===== config.mk =====
export PLATFORM = sky130hd
export DESIGN_NAME = fetch_stage_flat
export DESIGN_NICKNAME = d
export VERILOG_FILES = /design/src/rtl/fetch_stage_if.sv /design/src/rtl/fetch_stage.sv /design/src/flat_wrapper.sv
export SDC_FILE = /design/constraint.sdc
export NUM_CORES = 1
export LEC_CHECK = 0
export BUFFER_PORTS_ARGS = -buffer_cell sky130_fd_sc_hd__buf_2
export CAP_MARGIN = 10
export CORE_UTILIZATION = 35
export CTS_CLUSTER_DIAMETER = 30
export CTS_CLUSTER_SIZE = 24
export DETAILED_ROUTE_END_ITERATION = 8
export GPL_TIMING_DRIVEN = 0
export HOLD_SLACK_MARGIN = 0.1
export PLACE_DENSITY = 0.66
export SLEW_MARGIN = 10
export SYNTH_ARGS = -nofsm -noshare
export SYNTH_HDL_FRONTEND = slang
export SYNTH_SLANG_ARGS = --single-unit

===== constraint.sdc =====
create_clock -name clk -period 3.5 [get_ports clk]
set_input_delay 0.175 -clock clk [delete_from_list [all_inputs] [get_ports clk]]
set_output_delay 0.175 -clock clk [all_outputs]
set_load 0.1 [all_outputs]

===== src/rtl/fetch_stage_if.sv =====
// Instruction-memory port of the fetch stage: a request channel plus a response channel.
// Request is valid/ready: a transfer happens on a clk edge where valid && ready; the
// response channel is valid-only and carries exactly one word per accepted request.
interface fetch_stage_if;
    logic        imem_req_valid;
    logic [31:0] imem_req_addr;
    logic        imem_req_ready;
    logic        imem_rsp_valid;
    logic [31:0] imem_rsp_data;

    modport master (
        output imem_req_valid,
        output imem_req_addr,
        input  imem_req_ready,
        input  imem_rsp_valid,
        input  imem_rsp_data
    );

    modport slave (
        input  imem_req_valid,
        input  imem_req_addr,
        output imem_req_ready,
        output imem_rsp_valid,
        output imem_rsp_data
    );
endinterface


===== src/rtl/fetch_stage.sv =====
// RV32I instruction fetch stage and IF/ID pipeline register.
// One outstanding imem request at a time; honours stall, flush and branch redirect.
module fetch_stage #(
    parameter logic [31:0] RESET_PC  = 32'h0000_0000,
    parameter logic [31:0] NOP_INSTR = 32'h0000_0013
) (
    input  logic          clk,
    input  logic          rstn,
    input  logic          if_stall,
    input  logic          id_stall,
    input  logic          id_flush,
    input  logic          branch_taken,
    input  logic [31:0]   branch_target,
    fetch_stage_if.master imem,
    output logic          id_valid,
    output logic [31:0]   id_pc,
    output logic [31:0]   id_pc_plus4,
    output logic [31:0]   id_instr,
    output logic [1:0]    state_dbg
);
    typedef enum logic [1:0] {
        S_REQ  = 2'd0,
        S_RSP  = 2'd1,
        S_HOLD = 2'd2
    } state_t;

    state_t      state;
    logic [31:0] pc;
    logic [31:0] req_pc;
    logic [31:0] held_pc;
    logic [31:0] held_instr;
    logic        kill;

    logic        req_fire;
    logic        rsp_take;
    logic        hold_release;
    logic        deliver;
    logic [31:0] deliver_pc;
    logic [31:0] deliver_instr;

    assign imem.imem_req_valid = rstn && (state == S_REQ) && !if_stall;
    assign imem.imem_req_addr  = pc;
    assign state_dbg           = state;

    assign req_fire = imem.imem_req_valid && imem.imem_req_ready;
    // A response is usable only if no redirect has overtaken it.
    assign rsp_take     = (state == S_RSP) && imem.imem_rsp_valid && !kill && !branch_taken;
    assign hold_release = (state == S_HOLD) && !id_stall && !id_flush && !branch_taken;
    assign deliver      = (rsp_take && !id_stall) || hold_release;

    assign deliver_pc    = (state == S_HOLD) ? held_pc    : req_pc;
    assign deliver_instr = (state == S_HOLD) ? held_instr : imem.imem_rsp_data;

    always_ff @(posedge clk) begin
        if (!rstn) begin
            state       <= S_REQ;
            pc          <= RESET_PC;
            req_pc      <= RESET_PC;
            kill        <= 1'b0;
            held_pc     <= 32'd0;
            held_instr  <= NOP_INSTR;
            id_valid    <= 1'b0;
            id_pc       <= 32'd0;
            id_pc_plus4 <= 32'd4;
            id_instr    <= NOP_INSTR;
        end else begin
            case (state)
                S_REQ: begin
                    if (req_fire) begin
                        req_pc <= pc;
                        kill   <= branch_taken;
                        state  <= S_RSP;
                    end
                end
                S_RSP: begin
                    if (imem.imem_rsp_valid) begin
                        kill <= 1'b0;
                        if (rsp_take && id_stall) begin
                            held_pc    <= req_pc;
                            held_instr <= imem.imem_rsp_data;
                            state      <= S_HOLD;
                        end else begin
                            state <= S_REQ;
                        end
                    end else if (branch_taken) begin
                        kill <= 1'b1;
                    end
                end
                S_HOLD: begin
                    if (branch_taken || hold_release) begin
                        state <= S_REQ;
                    end
                end
                default: state <= S_REQ;
            endcase

            // Redirect wins over every sequential PC advance.
            if (branch_taken) begin
                pc <= {branch_target[31:2], 2'b00};
            end else if (deliver) begin
                pc <= deliver_pc + 32'd4;
            end

            if (id_flush) begin
                id_valid <= 1'b0;
                id_instr <= NOP_INSTR;
            end else if (id_stall) begin
                id_valid <= id_valid;
            end else if (deliver) begin
                id_valid    <= 1'b1;
                id_pc       <= deliver_pc;
                id_pc_plus4 <= deliver_pc + 32'd4;
                id_instr    <= deliver_instr;
            end else begin
                id_valid <= 1'b0;
                id_instr <= NOP_INSTR;
            end
        end
    end
endmodule


===== src/flat_wrapper.sv =====
// flat-port wrapper written by rule: the top's interface ports become plain ports
module fetch_stage_flat 
#(
    parameter logic [31:0] RESET_PC  = 32'h0000_0000,
    parameter logic [31:0] NOP_INSTR = 32'h0000_0013
)
  (clk, rstn, if_stall, id_stall, id_flush, branch_taken, branch_target, id_valid, id_pc, id_pc_plus4, id_instr, state_dbg, imem_imem_req_valid, imem_imem_req_addr, imem_imem_req_ready, imem_imem_rsp_valid, imem_imem_rsp_data);
  fetch_stage_if imem_i ();
  input  logic clk;
  input  logic rstn;
  input  logic if_stall;
  input  logic id_stall;
  input  logic id_flush;
  input  logic branch_taken;
  input  logic [31:0] branch_target;
  output logic id_valid;
  output logic [31:0] id_pc;
  output logic [31:0] id_pc_plus4;
  output logic [31:0] id_instr;
  output logic [1:0] state_dbg;
  output wire logic [$bits(imem_i.imem_req_valid)-1:0] imem_imem_req_valid;
  output wire logic [$bits(imem_i.imem_req_addr)-1:0] imem_imem_req_addr;
  input wire logic [$bits(imem_i.imem_req_ready)-1:0] imem_imem_req_ready;
  input wire logic [$bits(imem_i.imem_rsp_valid)-1:0] imem_imem_rsp_valid;
  input wire logic [$bits(imem_i.imem_rsp_data)-1:0] imem_imem_rsp_data;
  assign imem_imem_req_valid = imem_i.imem_req_valid;
  assign imem_imem_req_addr = imem_i.imem_req_addr;
  assign imem_i.imem_req_ready = imem_imem_req_ready;
  assign imem_i.imem_rsp_valid = imem_imem_rsp_valid;
  assign imem_i.imem_rsp_data = imem_imem_rsp_data;
  fetch_stage #(.RESET_PC(RESET_PC), .NOP_INSTR(NOP_INSTR)) u_core (.clk(clk), .rstn(rstn), .if_stall(if_stall), .id_stall(id_stall), .id_flush(id_flush), .branch_taken(branch_taken), .branch_target(branch_target), .imem(imem_i), .id_valid(id_valid), .id_pc(id_pc), .id_pc_plus4(id_pc_plus4), .id_instr(id_instr), .state_dbg(state_dbg));
endmodule

==> impl_metrics.toml <==
[run_status]
status = "finished clean"

[logic_synthesis]
synth_ff_type = "sky130_fd_sc_hd__dfxtp_1"
yosysUniqueCellTypes = 68
biggest_area_consumer_among_synthesized_cells = "sky130_fd_sc_hd__dfxtp_1"
synth_edf_count = 0
post-synth-top-count-cell = "sky130_fd_sc_hd__nand2_1"
post_synth.cell_area_avg_um2 = 7.87
most_instantiated_cells_after_synthesis = "341 x sky130_fd_sc_hd__nand2_1, 226 x sky130_fd_sc_hd__dfxtp_1, 163 x sky130_fd_sc_hd__a21oi_1"
yosysTopAreaCellShare = 0.456
netlist_area_um2 = 9930
syn-instance-count = 1262
net_count_of_the_mapped_netlist = 1334
synth_sequential_area_ratio = 0.456
synth-async-reset-ratio = 0
number_of_synthesis_warnings = 0
yosys-top-cells-area = "sky130_fd_sc_hd__dfxtp_1 46%, sky130_fd_sc_hd__nand2_1 13%, sky130_fd_sc_hd__a21oi_1 8.2%, sky130_fd_sc_hd__mux2i_1 4.1%, sky130_fd_sc_hd__nor2_1 3.4%"
ys_seq_elements = 226

[worst_setup_path]
critical_path_arrival_ns = 3.64
required_ns = 3.89
timing.setup.critical_path_class = "flip-flop to flip-flop"
timing.critical_path.fanout_max = 10
reg2regPathDepth = 9
cp-start-kind = "flip-flop"
setup.worst_path.end_class = "flip-flop"

[timing]
timing_max_transition_violations_final = 0
maximum_clock_frequency_mhz = 307
final-hold-violation-count = 0
setup_viol = 0
timing_worst_slew_pin_value_ns = 1.09
timing.final.ws_setup_ns = 0.243
min_period_ns = 3.26
layout_worst_path_cycle_share = 0.930
grt_setup_unrepaired = "no"
maxSlewHeadroom = 0.271
totalNegativeSetupSlack_ns = 0
final.setup_skew_ns = 0.0261

[pwr]
sw_frac_of_total = 0.242
vdd.ir_drop.worst_v = 0.000407
power.density_cell_area_nw_per_um2 = 595
cellInternalPower_mw = 6.27
switchingPower_mw = 2.00
post-layout-total-power_mw = 8.28
power.share.sequential = 0.319
clock_power_share = 0.616
cellLeakagePower_nw = 5.35
power.share.combinational = 0.065

[hold_path]
worstHoldPathCells = 4
hold_path_class = "input port to flip-flop"

[routing]
routed_wirelength_normalized_by_instance_count_um = 20.4
via_per_inst = 5.50
drtAntennaViolNets = 0
drt_pre_antenna_iters = 5
post-route-drc-count = 0
wl_um = 40700
routed-via-count = 11000
drtIter0Drc = 1117

[global_route]
first_pass_grt_wire_length_um = 60600
grt_pass1_vias = 10400
grt_max_degree = 15
grt_remaining_overflow = 0
global_route_usage_over_all_layers = 0.277
antenna_found_initial = 0

[job]
max_cap_viol_count = 0

[clocking]
numCtsBuffers = 50
clock_tree.htree_level_count = 2
clock_sinks = 226
tritoncts = "done"
cts_post_setup_buffers_inserted = 0
hold_buffers = 64
clk_pin_slew_ns = 0.05
cts_root_buf = "sky130_fd_sc_hd__clkbuf_16"
cts-resized-gates = 0
clock_latency_on_the_worst_skew_pair_ns = 0.56
cts_buffer_depth = 3

[floorplan]
floorplan_die_width_um = 170
floorplan.core_area_um2 = 27900
ios = 204
die_area_um2 = 29000
initial_utilization = 0.356
site_rows = 61
die_h_um = 170

[place]
place.gp.congestion = 0.988
post-dp-hpwl_um = 28400
port-buffer-count = 198
pre_cts_ws_ns = 0.399

[final_layout]
syn_to_final_growth_pct = 40.0
drive_gt1_frac = 0.201
nets = 1648
fill_cells = 2674
## layout make-up
| cell class | count | area, µm² | area share |
|---|---|---|---|
| multi-input cells | 929 | 4980 | 0.358 |
| flip-flops and latches | 226 | 4520 | 0.326 |
| repair buffers | 262 | 1630 | 0.117 |
| clock buffers | 57 | 1320 | 0.0948 |
| clock inverters | 34 | 527 | 0.0379 |
| well taps | 378 | 473 | 0.0340 |
| plain buffers | 104 | 432 | 0.0311 |
| inverters | 3 | 11.3 | 0.000810 |
| diodes | 1 | 2.50 | 0.000180 |
## per-stage QoR
| stage | utilization | area, µm² | hold WS, ns | std cells |
|---|---|---|---|---|
| after floorplan | - | 9940 | 0.290 | 1262 |
| after global placement | 0.409 | 11400 | 0.399 | 1838 |
| after detailed placement | 0.410 | 11400 | 0.407 | 1838 |
| after CTS | 0.499 | 13900 | 0.139 | 1993 |
| after global routing | 0.499 | 13900 | 0.202 | 1993 |
| final | 0.499 | 13900 | 0.166 | 1994 |
## state kept, by name, summed over array words and instances, names as in the netlist
name                       flops
u_core.kill                    1
u_core.id_valid                1
u_core.id_pc_plus4            32
u_core.id_instr               32
u_core.state_dbg               2
u_core.req_pc                 32
u_core.id_pc                  30
u_core.imem.imem_req_addr     32
u_core.held_pc                32
u_core.held_instr             32
## per-layer routing
metal | up-vias | GRT usage | part of all wire
met5 | - | 0 | 0
met4 | 0 | 0.103 | 0.030
met3 | 96 | 0.0663 | 0.097
met2 | 565 | 0.447 | 0.45
met1 | 5227 | 0.358 | 0.42
li1 | 5077 | - | -
## cell usage in the layout (no fill, tap or decap), drive strengths merged, types with 3 or more instances in the layout
cell type    count
nand4           35
buf            222
or4              7
a22oi           17
a211oi          31
o2111ai          4
and3            16
bufinv          11
a32o             3
nand2b           7
a22o             5
clkinvlp         6
mux2i           44
or3              5
and2             3
nand2          341
o22ai            4
a21oi          163
dfxtp          226
dlygate4sd3     64
clkinv          17
clkbuf         137
o211ai          20
xor2             7
a311oi           3
o21ai           15
o311ai           6
nor3             7
mux2             4
nand3           41
nor4            13
xnor2            4
inv              3
nor2            90
a222oi           4
## critical path, stage by stage (launching register included)
cell and delay, ns:
sky130_fd_sc_hd__dfxtp_1 0.54, sky130_fd_sc_hd__nor2b_1 0.21, sky130_fd_sc_hd__buf_2 0.24, sky130_fd_sc_hd__buf_2 0.31
sky130_fd_sc_hd__buf_2 0.46, sky130_fd_sc_hd__buf_2 0.43, sky130_fd_sc_hd__mux2i_1 0.54, sky130_fd_sc_hd__nor2_1 0.12
sky130_fd_sc_hd__nand3b_1 0.11, sky130_fd_sc_hd__o211ai_1 0.11
## cells by family after synthesis
family | Yosys count | synth area share
and+or+nand+nor | 577 | 0.257
AOI/OAI and AO/OA | 293 | 0.182
DFF | 226 | 0.456
buffers and inverters | 107 | 0.0446
muxes | 48 | 0.0509
xor gates and xnor gates | 11 | 0.00970
## power groups by stage
| stage | Combinational (mW) | Clock, mW | Sequential, mW |
|---|---|---|---|
| floorplan | 0.152 | 0 | 2.84 |
| global placement | 0.469 | 0 | 2.69 |
| detailed placement | 0.471 | 0 | 2.69 |
| CTS | 0.530 | 5.11 | 2.64 |
| global route | 0.563 | 5.26 | 2.64 |
| finish | 0.537 | 5.10 | 2.64 |
## path summary, 6_finish.rpt
check / from / to / slack [ns]
max: u_core.state_dbg[1]$_SDFFE_PN0P_ / u_core.imem.imem_req_addr[16]$_SDFFE_PN0P_ / 0.24
min reg2reg: u_core.held_instr[27]$_SDFFE_PN0P_ / u_core.held_instr[27]$_SDFFE_PN0P_ / 0.45
max reg2reg: u_core.state_dbg[1]$_SDFFE_PN0P_ / u_core.imem.imem_req_addr[16]$_SDFFE_PN0P_ / 0.24
min: branch_target[26] / u_core.imem.imem_req_addr[26]$_SDFFE_PN0P_ / 0.17
No activity file was read; power rests on OpenSTA's default activity.
